--- config.mk ---
export PLATFORM = sky130hd
export DESIGN_NAME = load_store_unit
export DESIGN_NICKNAME = d
export VERILOG_FILES = /design/src/rtl/lsu_pkg.sv /design/src/rtl/lsu_lane_align.sv /design/src/rtl/load_store_unit.sv
export SDC_FILE = /design/constraint.sdc
export NUM_CORES = 1
export LEC_CHECK = 0
export CAP_MARGIN = 20
export CORE_MARGIN = 2
export CORE_UTILIZATION = 35
export DETAILED_ROUTE_END_ITERATION = 10
export PLACE_DENSITY = 0.77
export SYNTH_ARGS = -nofsm -noshare
export SYNTH_HDL_FRONTEND = slang
export SYNTH_SLANG_ARGS = --single-unit
--- constraint.sdc ---
create_clock -name clk -period 2.4 [get_ports clk]
set_clock_uncertainty 0.2 [all_clocks]
set_input_delay 0.24 -clock clk [delete_from_list [all_inputs] [get_ports clk]]
set_output_delay 0.24 -clock clk [all_outputs]
set_load 0.05 [all_outputs]
--- src/rtl/lsu_pkg.sv ---
// lsu_pkg: funct3 encodings and FSM state type shared by the load/store unit.
package lsu_pkg;
  localparam logic [2:0] F3_B  = 3'b000;
  localparam logic [2:0] F3_H  = 3'b001;
  localparam logic [2:0] F3_W  = 3'b010;
  localparam logic [2:0] F3_BU = 3'b100;
  localparam logic [2:0] F3_HU = 3'b101;
  typedef enum logic [1:0] {IDLE, REQ, WAIT, DONE} lsu_state_t;
endpackage

--- src/rtl/lsu_lane_align.sv ---
// lsu_lane_align: alignment/funct3 fault check, store lane steering with byte enables,
// and load byte/halfword extraction with sign or zero extension.
module lsu_lane_align
  import lsu_pkg::*;
(
  input  logic [2:0]  f3,
  input  logic [1:0]  off,
  input  logic        is_store,
  input  logic [31:0] wd,
  input  logic [2:0]  ld_f3,
  input  logic [1:0]  ld_off,
  input  logic [31:0] rdata,
  output logic        fault,
  output logic [31:0] st_wdata,
  output logic [3:0]  st_be,
  output logic [31:0] ld_data
);
  logic [7:0]  ld_byte;
  logic [15:0] ld_half;
  always_comb begin
    fault = (f3 == F3_B)  ? 1'b0 :
            (f3 == F3_H)  ? off[0] :
            (f3 == F3_W)  ? (off != 2'b00) :
            (f3 == F3_BU) ? is_store :
            (f3 == F3_HU) ? (is_store | off[0]) : 1'b1;
    st_wdata = (f3 == F3_B) ? {4{wd[7:0]}} : (f3 == F3_H) ? {2{wd[15:0]}} : wd;
    st_be = !is_store     ? 4'b1111 :
            (f3 == F3_B)  ? 4'b0001 << off :
            (f3 == F3_H)  ? (off[1] ? 4'b1100 : 4'b0011) : 4'b1111;
    ld_byte = rdata[{ld_off, 3'b000} +: 8];
    ld_half = ld_off[1] ? rdata[31:16] : rdata[15:0];
    ld_data = (ld_f3 == F3_B)  ? {{24{ld_byte[7]}}, ld_byte} :
              (ld_f3 == F3_H)  ? {{16{ld_half[15]}}, ld_half} :
              (ld_f3 == F3_BU) ? {24'd0, ld_byte} :
              (ld_f3 == F3_HU) ? {16'd0, ld_half} : rdata;
  end
endmodule

--- src/rtl/load_store_unit.sv ---
// load_store_unit: issues one word-aligned, byte-enabled memory access per load/store
// and stalls the core until the access retires in DONE.
module load_store_unit
  import lsu_pkg::*;
(
  input  logic        clk,
  input  logic        reset,
  input  logic        mem_read,
  input  logic        mem_write,
  input  logic [2:0]  funct3,
  input  logic [31:0] addr,
  input  logic [31:0] write_data,
  output logic [31:0] read_data,
  output logic        stall,
  output logic        access_fault,
  output logic        dmem_req_valid,
  input  logic        dmem_req_ready,
  output logic        dmem_we,
  output logic [31:0] dmem_addr,
  output logic [31:0] dmem_wdata,
  output logic [3:0]  dmem_be,
  input  logic        dmem_resp_valid,
  input  logic [31:0] dmem_rdata
);
  lsu_state_t  state_q, state_d;
  logic        we_q, we_d;
  logic [31:0] addr_q, addr_d, wdata_q, wdata_d, rdata_q, rdata_d;
  logic [3:0]  be_q, be_d;
  logic [2:0]  f3_q, f3_d;
  logic [1:0]  off_q, off_d;
  logic        fault, start;
  logic [31:0] st_wdata, ld_data;
  logic [3:0]  st_be;

  lsu_lane_align u_align (
    .f3(funct3), .off(addr[1:0]), .is_store(mem_write), .wd(write_data),
    .ld_f3(f3_q), .ld_off(off_q), .rdata(dmem_rdata),
    .fault(fault), .st_wdata(st_wdata), .st_be(st_be), .ld_data(ld_data)
  );

  assign start          = state_q == IDLE && (mem_read || mem_write);
  assign stall          = (start && !fault) || state_q == REQ || state_q == WAIT;
  assign access_fault   = start && fault;
  assign read_data      = access_fault ? 32'd0 : rdata_q;
  assign dmem_req_valid = state_q == REQ;
  assign dmem_we        = we_q;
  assign dmem_addr      = addr_q;
  assign dmem_wdata     = wdata_q;
  assign dmem_be        = be_q;

  // Request fields only load in IDLE, so they stay frozen through REQ until the handshake.
  always_comb begin
    state_d = state_q;
    we_d    = we_q;
    addr_d  = addr_q;
    wdata_d = wdata_q;
    be_d    = be_q;
    f3_d    = f3_q;
    off_d   = off_q;
    rdata_d = rdata_q;
    case (state_q)
      IDLE: if (start && !fault) begin
        state_d = REQ;
        we_d    = mem_write;
        addr_d  = {addr[31:2], 2'b00};
        wdata_d = st_wdata;
        be_d    = st_be;
        f3_d    = funct3;
        off_d   = addr[1:0];
      end
      REQ:  if (dmem_req_ready) state_d = we_q ? DONE : WAIT;
      WAIT: if (dmem_resp_valid) begin
        rdata_d = ld_data;
        state_d = DONE;
      end
      default: state_d = IDLE;
    endcase
  end

  always_ff @(posedge clk or negedge reset) begin
    if (!reset) begin
      state_q <= IDLE;
      we_q    <= 1'b0;
      addr_q  <= 32'd0;
      wdata_q <= 32'd0;
      be_q    <= 4'd0;
      f3_q    <= 3'd0;
      off_q   <= 2'd0;
      rdata_q <= 32'd0;
    end else begin
      state_q <= state_d;
      we_q    <= we_d;
      addr_q  <= addr_d;
      wdata_q <= wdata_d;
      be_q    <= be_d;
      f3_q    <= f3_d;
      off_q   <= off_d;
      rdata_q <= rdata_d;
    end
  end
endmodule

# [Yosys cells after proc, flatten, opt, wreduce, memory -nomap -nowiden]
# Cells that the tools add are included.
[word_totals] register_bits=106 output_inout_bits=104 elab_cells=59
[classes] eq_ne=12 n_shift=2 mux=22 bitwise=1 reduce_logical=14
[op_table] operator="2-to-1 mux 32 bit" n=7
[op_table] operator="indexed part select 32 x 6 -> 8 bit" n=1
[op_table] operator="2-to-1 mux 16 bit" n=1
[op_table] operator="2-to-1 mux 4 bit" n=4
[op_table] operator="equality test 3 bit (second input constant)" n=4
[op_table] operator="equality test 3 x 1 -> 1 bit (second input constant)" n=2
[op_table] operator="zero test 3 bit" n=2
[op_table] operator="2-to-1 mux 1 bit" n=6
[op_table] operator="2-to-1 mux 2 bit" n=3
[op_table] operator="case mux 2 bit (3 select lines)" n=1
[op_table] operator="inequality test 2 x 1 -> 1 bit (second input constant)" n=2
[op_table] operator="AND reduction 2 bit" n=2
[op_table] operator="<< shifter 1 x 2 -> 4 bit (first input constant)" n=1
[op_table] operator="equality test 3 x 2 -> 1 bit (second input constant)" n=1
[op_table] operator="logical AND 1 bit" n=3
[op_table] operator="logical OR 1 bit" n=3
[op_table] operator="AND reduction 3 bit" n=1
[op_table] operator="equality test 2 x 1 -> 1 bit (second input constant)" n=1
[op_table] operator="equality test 2 bit (second input constant)" n=1
[op_table] operator="zero test 2 bit" n=1
[op_table] operator="inequality test 2 bit (second input constant)" n=1
[op_table] operator="nonzero test 2 bit" n=1
[op_table] operator="zero test 1 bit" n=1
[op_table] operator="bitwise OR 1 bit" n=1

# [Logic depth before layout (Yosys ltp)]
[logic_depth] depth_word=10 mapped_depth=8 mapped_depth_nobuf=6

# [Hierarchy]
# Synthesis repeated with hierarchy kept, for this count alone.
[hier_totals] cells_unflattened=451 hier_area_um2=5769.3
[modules_own_cells] mod="load_store_unit" instances=1 cells_per_inst=279 area_per_inst_um2=4621.9 seq_area_each_um2=2652.5
[modules_own_cells] mod="lsu_lane_align" instances=1 cells_per_inst=172 area_per_inst_um2=1147.4 seq_area_each_um2=0.0

# [Worst setup path after synthesis]
# No wires, ideal clock.
[synth_path] kind="reg-to-output" start="register state_q[0]" end="output read_data[22]" t_arrival_ps=2185 path_slack_ps=-225 path_stages_with_launch=7 cell_sequence="dfrtp_1 > inv_1 > ha_1 > o21ai_0 > nor3_1 > clkbuf_1 > nor2b_1"
[synth_between] elab_chain_len=4
[synth_lines] element="start, declared" line="load_store_unit.sv:25" text="lsu_state_t state_q, state_d;"
[synth_lines] element="start signal, assigned" line="load_store_unit.sv:91" text="state_q <= state_d;"
[synth_lines] element="zero test 2 bit" line="load_store_unit.sv:41" text="assign start = state_q == IDLE && (mem_read || mem_write);"
[synth_lines] element="logical AND 1 bit" line="load_store_unit.sv:41"
[synth_lines] element="logical AND 1 bit" line="load_store_unit.sv:43" text="assign access_fault = start && fault;"
[synth_lines] element="named net access_fault" line="load_store_unit.sv:15" text="output logic access_fault,"
[synth_lines] element="2-to-1 mux 32 bit" line="load_store_unit.sv:44" text="assign read_data = access_fault ? 32'd0 : rdata_q;"
[synth_lines] element="end, declared" line="load_store_unit.sv:13" text="output logic [31:0] read_data,"
# The timed path passes the listed nets, and every way through them passes these cells.

# [Worst setup path in the final report]
[layout_path] start="input funct3[0]" end="output read_data[27]"
[layout_between] elab_chain_len=8 elab_cells_between_ends=12 cone_classes="eq/ne: 4; mux: 6; reduce/logical: 2"
[layout_lines] element="start, declared" line="load_store_unit.sv:10" text="input logic [2:0] funct3,"
[layout_lines] element="equality test 3 bit" line="lsu_lane_align.sv:25" text="(f3 == F3_HU) ? (is_store | off[0]) : 1'b1;"
[layout_lines] element="2-to-1 mux 1 bit" line="lsu_lane_align.sv:25"
[layout_lines] element="2-to-1 mux 1 bit" line="lsu_lane_align.sv:24" text="(f3 == F3_BU) ? is_store :"
[layout_lines] element="2-to-1 mux 1 bit" line="lsu_lane_align.sv:23" text="(f3 == F3_W) ? (off != 2'b00) :"
[layout_lines] element="2-to-1 mux 1 bit" line="lsu_lane_align.sv:22" text="(f3 == F3_H) ? off[0] :"
[layout_lines] element="2-to-1 mux 1 bit (*)" line="lsu_lane_align.sv:21" text="fault = (f3 == F3_B) ? 1'b0 :"
[layout_lines] element="logical AND 1 bit (*)" line="load_store_unit.sv:43"
[layout_lines] element="2-to-1 mux 32 bit (*)" line="load_store_unit.sv:44"
# Every way passes the cells marked *; elsewhere a longest branch is shown, timed or not.

==> metrics.md <==
| Metric | Value |
|---|---|
| Inst Count DP | `871` |
| Grt ovf | `0` |
| H-tree levels | `3` |
| Gate Count Post-Synth | `487` |
| Final nets | `813` |
| Pre-Repair DR Iteration Count | `6` |
| CP required | `1960 ps` |
| Power per cell area | `1630 mW/mm^2` |
| Worst-Skew Late Latency | `340 ps` |
| Min Hold Slack | `204 ps` |
| Outcome | `complete, no violations` |
| Yosys warns | `0` |
| Maximum vdd ir drop | `0.936 mV` |
| Endpoints failing setup | `0` |
| Synth area leaders | `dfrtp_1, mux2_1, mux2i_1, nand2_1, nor2b_1` |
| Max-slew violations | `0` |
| Tmin final | `2330 ps` |
| Mux share of post-synthesis cell area | `15.4%` |
| Dominant synthesized flop cell | `dfrtp_1` |
| Clock sinks | `106` |
| # diodes | `0` |
| Avg Inst Size Synth | `10.5 sq um` |
| Seq pwr share | `24.1%` |
| Worst Setup Path Type | `in2out` |
| Pre-CTS WS | `17.4 ps` |
| Row count | `44` |
| Largest family of logic cells by synthesized area | `multiplexers` |
| Port-buffer cells | `206` |
| Clk slew on worst S/H paths | `70 ps` |
| Post-route insts no fill | `893` |
| HPWL after DPL | `11.4 mm` |
| TritonCTS clock tree | `yes` |
| Die area | `0.0156 sq mm` |
| Comb power frac | `64.7%` |
| Synth Area in Compound Gates | `14.3%` |
| Most frequent CP cell | `buf_12` |
| Iter 0 DRT Violations | `341` |
| Worst Setup Start Kind | `input port` |
| Critical path arrival | `1890 ps` |
| Via density | `5.16` |
| Final WL | `15.5 mm` |
| Synth Area in Simple Gates | `13.8%` |
| Worst relative slew slack | `63.3%` |
| Vias in the first global route | `4862` |
| Fin crit share | `96.9%` |
| CP cell instances | `clkdlybuf4s50_1, a221oi_4, nor3_4, buf_6, buf_12, nor2b_2, buf_12` |
| Die H | `125 um` |
| Area grow syn2layout | `63.5%` |
| Share of layout cells above drive strength 1 | `19.0%` |
| Die width | `125 um` |
| Fin. Hold Viols | `0` |
| Register area share after synthesis | `51.8%` |
| CP endpoint kind | `primary output` |
| Initial Utilization | `35.5%` |
| Synth unique cells | `42` |
| CP max stage delay | `530 ps` |
| # DRC | `0` |
| Total number of vias | `4607` |
| Async set-reset flop share out of synthesis | `100%` |
| Post-synth EDFFs | `0` |
| Max Cap Violations | `0` |
| Global-route wire length before repair | `24.4 mm` |
| Total track usage | `19.2%` |
| Layout Utilization | `58.0%` |
| Clock Tree Buf Depth | `2` |
| Yosys top cell by area | `dfrtp_1` |
| Root Buffer | `clkbuf_16` |
| Post-synthesis adder-cell area fraction | `0.978%` |
| RD Place Congestion | `0.883` |
| Top-level port count | `209` |
| Largest net degree at the start of global routing | `54` |
| Wire per inst | `17.3 um` |
| Flops & latches, synth | `106` |
| Worst hold path type | `in2async` |
| Clock power frac | `11.3%` |
| Core area | `0.0144 sq mm` |
| CP Max Fanout | `16` |
| Cell internal pwr | `7150 uW` |
| Pleak | `0.00360 uW` |
| Post-synthesis cell area | `0.00512 sq mm` |
| Initial antenna violation count | `0` |
| Switching power | `6490 uW` |
| Most frequent cells in the layout | `clkdlybuf4s50_1, dfrtp_1, nand2_1` |
| Switching Fraction | `47.6%` |
| Commonest non-fill, non-tap cell in the layout | `clkdlybuf4s50_1` |
| Total CTS buffers | `9` |
| Worst path slowest cell | `clkdlybuf4s50_1` |
| Pin slew with the least headroom to its limit | `551 ps` |
| Post-route ant nets | `0` |
| Top-area cell type share of the netlist area | `51.8%` |
| XOR/XNOR Fraction of Synth Area | `0%` |
| Fmax achieved | `0.430 GHz` |
| PnR worst setup slack | `73.5 ps` |
-- metrics by stage --
stage | instance area (sq um) | setup TNS, ps | power, uW
global placement | 7850 | 0 | 11700
CTS | 8180 | 0 | 13500
global route | 8370 | -1.74 | 14200
detailed placement | 7850 | 0 | 11900
finish | 8370 | 0 | 13600
floorplan | 5120 | 0 | 8250
-- power by group through the flow --
stage	sequential, uW	combinational, uW	clock (uW)
2_1_floorplan	5060	3180	0
3_3_place_gp	3240	8440	0
3_5_place_dp	3290	8590	0
4_1_cts	3270	8620	1570
5_1_grt	3390	9210	1650
6_report	3280	8820	1540
-- registers in the layout, summed over array words and instances, names as in the netlist --
signal and flops:
dmem_wdata 32, rdata_q 32, dmem_addr 30, dmem_be 4
f3_q 3, off_q 2, state_q 2, dmem_we 1
-- worst max-delay path, delay by kind of cell --
family	cells	cell delay, ps
and+or+nand+nor	2	260
AOI/OAI and AO/OA	1	380
buffers and inverters	4	1000
-- kinds of logic (layout without fill, tap and decap cells) --
logic type / Yosys count / after routing
AND/OR/NAND/NOR: 146 / 146
AO/OA/AOI/OAI: 114 / 114
flip-flops: 106 / 106
multiplexers: 73 / 73
buffers and inverters: 43 / 264
adder cells (fa/ha/maj): 4 / 4
other: 1 / 2
-- per-layer routing --
metal | wire [um] | track usage [%] | up-vias
li1 | - | - | 2133
met1 | 6090 | 22.5 | 2243
met2 | 7540 | 32.2 | 203
met3 | 1540 | 7.95 | 28
met4 | 313 | 6.21 | 0
met5 | 0 | 0 | -
-- path summary, 6_finish.rpt --
kind	startpoint	to	slack, ps	cells past startpoint
min in group clk	addr[3]	dmem_addr[3]	280	2
max in group asynchronous	reset	state_q[0]	1170	3
hold / removal	reset	rdata_q[31]	200	2
setup / recovery	funct3[0]	read_data[27]	70	7
hold reg to reg	dmem_wdata[14]	dmem_wdata[14]	290	2
setup reg to reg	state_q[1]	dmem_addr[28]	320	7
-- cells in the mapped netlist, types with 2 or more instances --
cell type and instances:
nand2b_1 2, mux2_1 45, buf_4 2, o22ai_1 4
o21ai_1 28, clkbuf_1 20, nand2_1 57, dfrtp_1 106
a22oi_1 7, nor2b_1 33, a21o_1 2, nor2_1 32
o21ai_0 16, and3b_1 7, buf_2 11, a22o_1 7
a21oi_1 27, a211oi_1 8, ha_1 4, nor3_1 8
o221a_2 7, inv_1 6, buf_1 3, mux2i_1 27
-- final cells by class --
cell class / instances / area (sq um)
Fill cell: 1180 / 6060
Sequential cell: 106 / 2650
Clock inverter: 6 / 71.3
Inverter: 7 / 26.3
Clock buffer: 10 / 239
Tap cell: 184 / 230
Timing Repair Buffer: 241 / 2720
Multi-Input combinational cell: 339 / 2420
-- what timing repair did --
action                                  CTS  global route
hold buffers                              1             0
gates resized for setup                   1            45
endpoints found under the setup margin    6            35
cloned                                    0             2
pin swaps                                 0             3
setup buffers                             1             2
hold endpoints to repair                 32             0
(Power assumes the default switching activity.)
